### src/rtl/fifo_sync.sv
// Single-clock FIFO with count-based full/empty, threshold flags,
// over/underflow pulses and selectable standard or first-word-fall-through read.
module fifo_sync #(
    parameter int DW     = 32,
    parameter int AW     = 4,
    parameter int AF_LVL = 12,
    parameter int AE_LVL = 2,
    parameter int FWFT   = 0
) (
    input  logic          I_CLK,
    input  logic          I_RST,
    input  logic          I_WR_EN,
    input  logic [DW-1:0] I_WR_DATA,
    input  logic          I_RD_EN,
    output logic [DW-1:0] O_RD_DATA,
    output logic          O_RD_VALID,
    output logic          O_FULL,
    output logic          O_AFULL,
    output logic          O_EMPTY,
    output logic          O_AEMPTY,
    output logic [AW:0]   O_COUNT,
    output logic          O_OVF,
    output logic          O_UDF
);

    localparam int          DEPTH     = 1 << AW;
    localparam logic [AW:0] DEPTH_CNT = (AW+1)'(DEPTH);
    localparam logic [AW:0] AF_CNT    = (AW+1)'(AF_LVL);
    localparam logic [AW:0] AE_CNT    = (AW+1)'(AE_LVL);

    logic [DW-1:0] mem [DEPTH];

    logic [AW-1:0] wr_ptr_q, wr_ptr_d;
    logic [AW-1:0] rd_ptr_q, rd_ptr_d;
    logic [AW:0]   count_q, count_d;
    logic          ovf_q, ovf_d;
    logic          udf_q, udf_d;

    logic full, empty, wr_acc, rd_acc;

    // Status is decoded purely from the registered occupancy.
    assign full   = (count_q == DEPTH_CNT);
    assign empty  = (count_q == '0);
    assign wr_acc = I_WR_EN & ~full;
    assign rd_acc = I_RD_EN & ~empty;

    always_comb begin
        wr_ptr_d = wr_ptr_q;
        rd_ptr_d = rd_ptr_q;
        count_d  = count_q;
        ovf_d    = I_WR_EN & full;
        udf_d    = I_RD_EN & empty;
        if (wr_acc) wr_ptr_d = wr_ptr_q + 1'b1;
        if (rd_acc) rd_ptr_d = rd_ptr_q + 1'b1;
        case ({wr_acc, rd_acc})
            2'b10:   count_d = count_q + 1'b1;
            2'b01:   count_d = count_q - 1'b1;
            default: count_d = count_q;
        endcase
    end

    always_ff @(posedge I_CLK) begin
        if (I_RST) begin
            wr_ptr_q <= '0;
            rd_ptr_q <= '0;
            count_q  <= '0;
            ovf_q    <= 1'b0;
            udf_q    <= 1'b0;
        end else begin
            wr_ptr_q <= wr_ptr_d;
            rd_ptr_q <= rd_ptr_d;
            count_q  <= count_d;
            ovf_q    <= ovf_d;
            udf_q    <= udf_d;
        end
    end

    // Storage is never reset; a write coinciding with reset is dropped.
    always_ff @(posedge I_CLK) begin
        if (wr_acc && !I_RST) mem[wr_ptr_q] <= I_WR_DATA;
    end

    generate
        if (FWFT == 0) begin : g_std
            logic [DW-1:0] rd_data_q, rd_data_d;
            logic          rd_valid_q, rd_valid_d;

            always_comb begin
                rd_data_d  = rd_data_q;
                rd_valid_d = rd_acc;
                if (rd_acc) rd_data_d = mem[rd_ptr_q];
            end

            always_ff @(posedge I_CLK) begin
                if (I_RST) begin
                    rd_data_q  <= '0;
                    rd_valid_q <= 1'b0;
                end else begin
                    rd_data_q  <= rd_data_d;
                    rd_valid_q <= rd_valid_d;
                end
            end

            assign O_RD_DATA  = rd_data_q;
            assign O_RD_VALID = rd_valid_q;
        end else begin : g_fwft
            // Head of queue is always on display; I_RD_EN acknowledges it.
            assign O_RD_DATA  = mem[rd_ptr_q];
            assign O_RD_VALID = ~empty;
        end
    endgenerate

    assign O_FULL   = full;
    assign O_EMPTY  = empty;
    assign O_AFULL  = (count_q >= AF_CNT);
    assign O_AEMPTY = (count_q <= AE_CNT);
    assign O_COUNT  = count_q;
    assign O_OVF    = ovf_q;
    assign O_UDF    = udf_q;

endmodule
### config.mk
export PLATFORM = sky130hd
export DESIGN_NAME = fifo_sync
export DESIGN_NICKNAME = d
export VERILOG_FILES = /design/src/rtl/fifo_sync.sv
export SDC_FILE = /design/constraint.sdc
export NUM_CORES = 1
export LEC_CHECK = 0
export ABC_AREA = 1
export BUFFER_PORTS_ARGS = -buffer_cell sky130_fd_sc_hd__buf_2
export CORE_UTILIZATION = 60
export DETAILED_ROUTE_END_ITERATION = 8
export HOLD_SLACK_MARGIN = 0.12
export PLACE_DENSITY = 0.77
export SKIP_CTS_REPAIR_TIMING = 1
export SYNTH_ARGS = -nofsm -noshare
export SYNTH_HDL_FRONTEND = slang
export SYNTH_SLANG_ARGS = --single-unit
### constraint.sdc
create_clock -name I_CLK -period 8.4 [get_ports I_CLK]
set_input_delay 1.68 -clock I_CLK [delete_from_list [all_inputs] [get_ports I_CLK]]
set_output_delay 1.68 -clock I_CLK [all_outputs]
set_load 0.01 [all_outputs]
==> results of run 1 <==
[state kept, by name (all words and copies together) (netlist names)]
register / count
O_OVF: 1
O_UDF: 1
rd_ptr_q: 4
O_RD_VALID: 1
wr_ptr_q: 4
O_RD_DATA: 32
mem: 512
O_COUNT: 5
[synthesized netlist by cell type, drive strengths merged]
master	number
nand2	827
edfxtp	512
nand3	357
inv	311
buf	99
nor2	87
dfxtp	48
clkbuf	20
a21oi	14
ha	9
o21ai	9
xor2	5
nand4	2
a2111oi	1
fa	1
o21bai	1
[layout make-up]
cell class,count,share of cell area
inverters,311,0.04494
clock buffers,71,0.05757
repair buffers,90,0.01828
flip-flops and latches,560,0.6252
well taps,518,0.02479
multi-input cells,1313,0.2168
clock inverters,28,0.01244
[power by group]
part,internal [uW],total [uW],switching [uW]
sequential,3160,3320,159
clock,1470,2490,1020
combinational,523,1720,1190
[critical path: stages]
cell     delay [ns]
buf_2          0.42
inv_1          0.46
nand2_1        0.12
inv_1          0.13
nand2_1        0.25
nor2_4         1.02
[final timing paths]
check / from / endpoint / slack (ns)
worst max-delay path: I_RST / mem[12][25]$_DFFE_PP_ / 4.48
worst min-delay path: wr_ptr_q[3]$_SDFFE_PP0P_ / wr_ptr_q[3]$_SDFFE_PP0P_ / 0.52
worst max register to register: rd_ptr_q[0]$_SDFFE_PP0P_ / O_RD_DATA[12]$_SDFFE_PP0P_ / 5.15
worst min register to register: wr_ptr_q[3]$_SDFFE_PP0P_ / wr_ptr_q[3]$_SDFFE_PP0P_ / 0.52
[metrics by stage]
step                setup slack (ns)  utilization  std cells  area (sq um)
finish                         4.477       0.6733       2891         26140
global route                   4.401       0.6733       2891         26140
CTS                            4.590       0.6733       2891         26140
detailed placement             3.956       0.6262       2792         24310
global placement               4.031       0.6262       2792         24310
floorplan                      4.475            -       2303         23750
[layout by cell type (no fill, tap or decap), types with 2 or more instances in the layout]
cell,n
clkbuf_8,9
clkinv_2,10
dfxtp_4,2
clkbuf_16,54
dfxtp_1,44
xor2_1,5
buf_2,79
nand3_1,357
clkinvlp_4,3
nor2_4,16
dfxtp_2,2
nand2_1,826
a21oi_1,14
inv_1,307
ha_1,9
inv_2,2
nor2_1,71
clkinv_1,7
clkbuf_1,8
buf_4,11
o21ai_0,9
edfxtp_1,512
bufinv_16,7
[metal layers]
layer	wire length (um)	share of wire
met1	21950	0.40
met2	26270	0.48
met3	4574	0.084
met4	1807	0.033
met5	0	0
[cell families after synthesis]
group                      count (synthesis)  synth area share
DFF                                      560            0.6879
buffers and inverters                    430           0.07856
adders and majority gates                 10          0.005585
AOI/OAI and AO/OA                         25          0.005532
xor gates and xnor gates                   5          0.001844
and+or+nand+nor                         1273            0.2206
==> impl_metrics.env, run 1 <==
export IMPL_cts_buffers_inserted=53
export IMPL_hpwl_um=29940
export IMPL_wl_um=54590
export IMPL_routed_via_density=5.526
export IMPL_hold_path_depth=2
export IMPL_outcome="completed"
export IMPL_rows=72
export IMPL_layout_drive_gt1_share=0.08428
export IMPL_relSlewSlack=0.1578
export IMPL_netlist_instances=2303
export IMPL_synth_area_leaders="edfxtp_1, nand2_1, nand3_1, inv_1, dfxtp_1"
export IMPL_drtIter0Drc=1520
export IMPL_grt_util_met2=0.4532
export IMPL_grt_use_met3=0.04318
export IMPL_crit_fanout=38
export IMPL_ys_seq_area_frac=0.6879
export IMPL_powerDensity_nw_per_um2=287.7
export IMPL_vias=15975
export IMPL_nets=2375
export IMPL_antenna_found_initial=0
export IMPL_clkLatencyLatePin_ns=0.60
export IMPL_rsz0062_at_grt="false"
export IMPL_fin_skew_ns=0.02107
export IMPL_syn_area_sq_um=23750
export IMPL_drt_drc_violations_left=0
export IMPL_synth_area_leader_cell="edfxtp_1"
export IMPL_synth_seq_cells=560
export IMPL_totalPowerFinal_uw=7521
export IMPL_maxCapViolations=0
export IMPL_setup_violations_final=0
export IMPL_yosysWarnings=0
export IMPL_ff2ff_path_depth=9
export IMPL_syn_nets=2349
export IMPL_die_area_sq_um=40380
export IMPL_hold_slack_ns=0.5220
export IMPL_start_kind="input pin"
export IMPL_top_usage_layer="met2"
export IMPL_min_period_ns=3.923
export IMPL_root_buffer="clkbuf_16"
export IMPL_die_w_um=200.9
export IMPL_critPathKind="in -> reg"
export IMPL_setup_tns_ns=0
export IMPL_drv_slew=0
export IMPL_cts_buffer_depth=3
export IMPL_clk_pin_slew_worst_paths_ns=0.06
export IMPL_hold_class="reg -> reg"
export IMPL_arrival_ns=4.13
export IMPL_grt_overflow_total=0
export IMPL_tightest_slew_ns=1.260
export IMPL_tritoncts="done"
export IMPL_syn_area_per_cell_sq_um=10.31
export IMPL_n_fill_cell=2789
export IMPL_use_met1=0.3727
export IMPL_peakVddDrop_v=0.0001892
export IMPL_ioPinCount=80
export IMPL_core_area_sq_um=38830
export IMPL_grtUsageTotal=0.2763
export IMPL_initial_core_util=0.6116
export IMPL_synth_top_area_share=0.6474
export IMPL_multi_input_area_sq_um=5667
export IMPL_max_freq_ghz=0.2549
export IMPL_htree_num_levels=2
export IMPL_cp_required_ns=8.60
export IMPL_p_leak_uw=0.01106
export IMPL_clock_sinks=560
export IMPL_syn_to_final_growth_pct=10.09
export IMPL_grt_pass1_wl_um=85740
export IMPL_grt_max_degree=102
export IMPL_fin_crit_sh=0.4670
export IMPL_diodes=0
export IMPL_drt_pass1_iterations=7
export IMPL_numPortBuffers=79
export IMPL_drt_antenna_violating_nets=0
export IMPL_place_congestion=0.8753
export IMPL_crit_path_end_kind="flip-flop"
export IMPL_ys_types=24
export IMPL_regArea_sq_um=16350
export IMPL_die_h_um=200.9
export IMPL_post_drt_wl_per_cell_um=18.88
export IMPL_grt_pass1_vias=15701
export IMPL_final_hold_viol_count=0
No activity file was read; power rests on OpenSTA's default activity.
==> run 2: changes to the inputs <==
clock period = 4 ns   (was 8.4 ns; I/O delays follow)
==> impl_metrics.env, run 2 (synthesis gave the netlist of run 1 again) <==
export IMPL_antenna_found_initial=1
export IMPL_diodes=0
export IMPL_initial_core_util=0.6116
export IMPL_tritoncts="done"
export IMPL_place_congestion=0.8626
export IMPL_die_area_sq_um=40380
export IMPL_syn_to_final_growth_pct=11.09
export IMPL_drtIter0Drc=1570
export IMPL_setup_violations_final=0
export IMPL_cts_buffer_depth=3
export IMPL_cp_required_ns=4.31
export IMPL_clock_sinks=560
export IMPL_drt_antenna_violating_nets=0
export IMPL_outcome="completed"
export IMPL_hold_class="in -> reg"
export IMPL_fin_cells=2914
export IMPL_p_leak_uw=0.01120
export IMPL_dp_cells=2811
export IMPL_rrSetupSlack_ns=1.08
export IMPL_relSlewSlack=0.2314
export IMPL_arrival_ns=3.23
export IMPL_layout_cells_most_common="nand2_1"
export IMPL_drt_drc_violations_left=0
export IMPL_hpwl_um=30800
export IMPL_final_cell_mix="nand2_1, edfxtp_1, nand3_1"
export IMPL_root_buffer="clkbuf_16"
export IMPL_grt_overflow_total=0
export IMPL_rsz0062_at_grt="false"
export IMPL_final_hold_viol_count=0
export IMPL_grt_max_degree=206
export IMPL_start_kind="flip-flop"
export IMPL_wl_um=56180
export IMPL_fin_skew_ns=0.01565
export IMPL_max_freq_ghz=0.3424
export IMPL_layout_drive_gt1_share=0.09182
export IMPL_max_flop_register="mem"
export IMPL_tightest_slew_ns=1.153
export IMPL_maxCapViolations=0
export IMPL_grtUsageTotal=0.2820
export IMPL_drt_pass1_iterations=6
export IMPL_critPathKind="reg -> reg"
export IMPL_vias=16209
export IMPL_clkLatencyLatePin_ns=0.60
export IMPL_drv_slew=0
export IMPL_cts_buffers_inserted=55
export IMPL_largest_reg_flops=512
export IMPL_routed_via_density=5.562
export IMPL_post_drt_wl_per_cell_um=19.28
export IMPL_numPortBuffers=79
export IMPL_fin_crit_sh=0.7301
export IMPL_grt_pass1_vias=15732
export IMPL_setup_tns_ns=0
export IMPL_core_area_sq_um=38830
export IMPL_grt_pass1_wl_um=87080
export IMPL_min_period_ns=2.921
export IMPL_nets=2396
export IMPL_htree_num_levels=2
export IMPL_crit_path_end_kind="flip-flop"
export IMPL_peakVddDrop_v=0.0004503
export IMPL_powerDensity_nw_per_um2=601.6
export IMPL_clk_pin_slew_worst_paths_ns=0.06
export IMPL_rows=72
export IMPL_die_h_um=200.9
export IMPL_crit_fanout=23
export IMPL_die_w_um=200.9
export IMPL_ioPinCount=80
## run 2: cell types whose count changed in the layout (fill, tap and decap cells not counted), sizes merged
cell | previous run | this run
buf | 90 | 109
clkinvlp | 3 | 1
clkinv | 18 | 23
clkbuf | 71 | 72
## run 2: final cells by class
cell class | instances | area, sq um
Sequential cell | 560 | 16350
Multi-Input combinational cell | 1313 | 5667
Timing Repair Buffer | 109 | 695.7
Tap cell | 518 | 648.1
Fill cell | 2770 | 12450
Clock inverter | 31 | 327.8
Inverter | 311 | 1175
Clock buffer | 72 | 1523
## run 2: where the power goes
| group | internal, uW | switching [uW] |
|---|---|---|
| clock | 3120 | 2160 |
| combinational | 1120 | 2510 |
| sequential | 6630 | 328 |
## run 2: critical path, cell delays in order, from the launching register on
cell and delay [ns]:
dfxtp_1 0.44, inv_1 0.13, nand4_1 0.16, nand2_1 0.18, inv_1 0.17, nand2_1 0.09
inv_1 0.16, nand2_1 0.26, nor2_4 0.69, buf_4 0.32
## run 2: metrics by stage
step           hold WS (ns)  worst slack [ns]  total power [uW]    util  cell area (sq um)
2_1_floorplan        0.4717            0.9549              9691       -              23750
3_3_place_gp         0.4985             1.049             10530  0.6318              24530
3_5_place_dp         0.5012            0.9662             10630  0.6318              24530
4_1_cts              0.4241             1.139             15890  0.6795              26380
5_1_grt              0.4367            0.9528             16590  0.6795              26380
6_report             0.4479             1.079             15870  0.6795              26380
## run 2: path summary, 6_finish.rpt
check	from	endpoint	depth (start not counted)
min reg2reg	wr_ptr_q[3]$_SDFFE_PP0P_	wr_ptr_q[3]$_SDFFE_PP0P_	2
max reg2reg	O_COUNT[0]$_SDFFE_PP0P_	mem[14][20]$_DFFE_PP_	9
min	I_WR_EN	O_OVF$_SDFF_PP0_	3
max	O_COUNT[0]$_SDFFE_PP0P_	mem[14][20]$_DFFE_PP_	9
## run 2: routing by layer
metal  routed length (um)  track usage
met1                21970       0.3736
met2                27050       0.4590
met3                 5258      0.06055
met4                 1895       0.1074
met5                   11            0
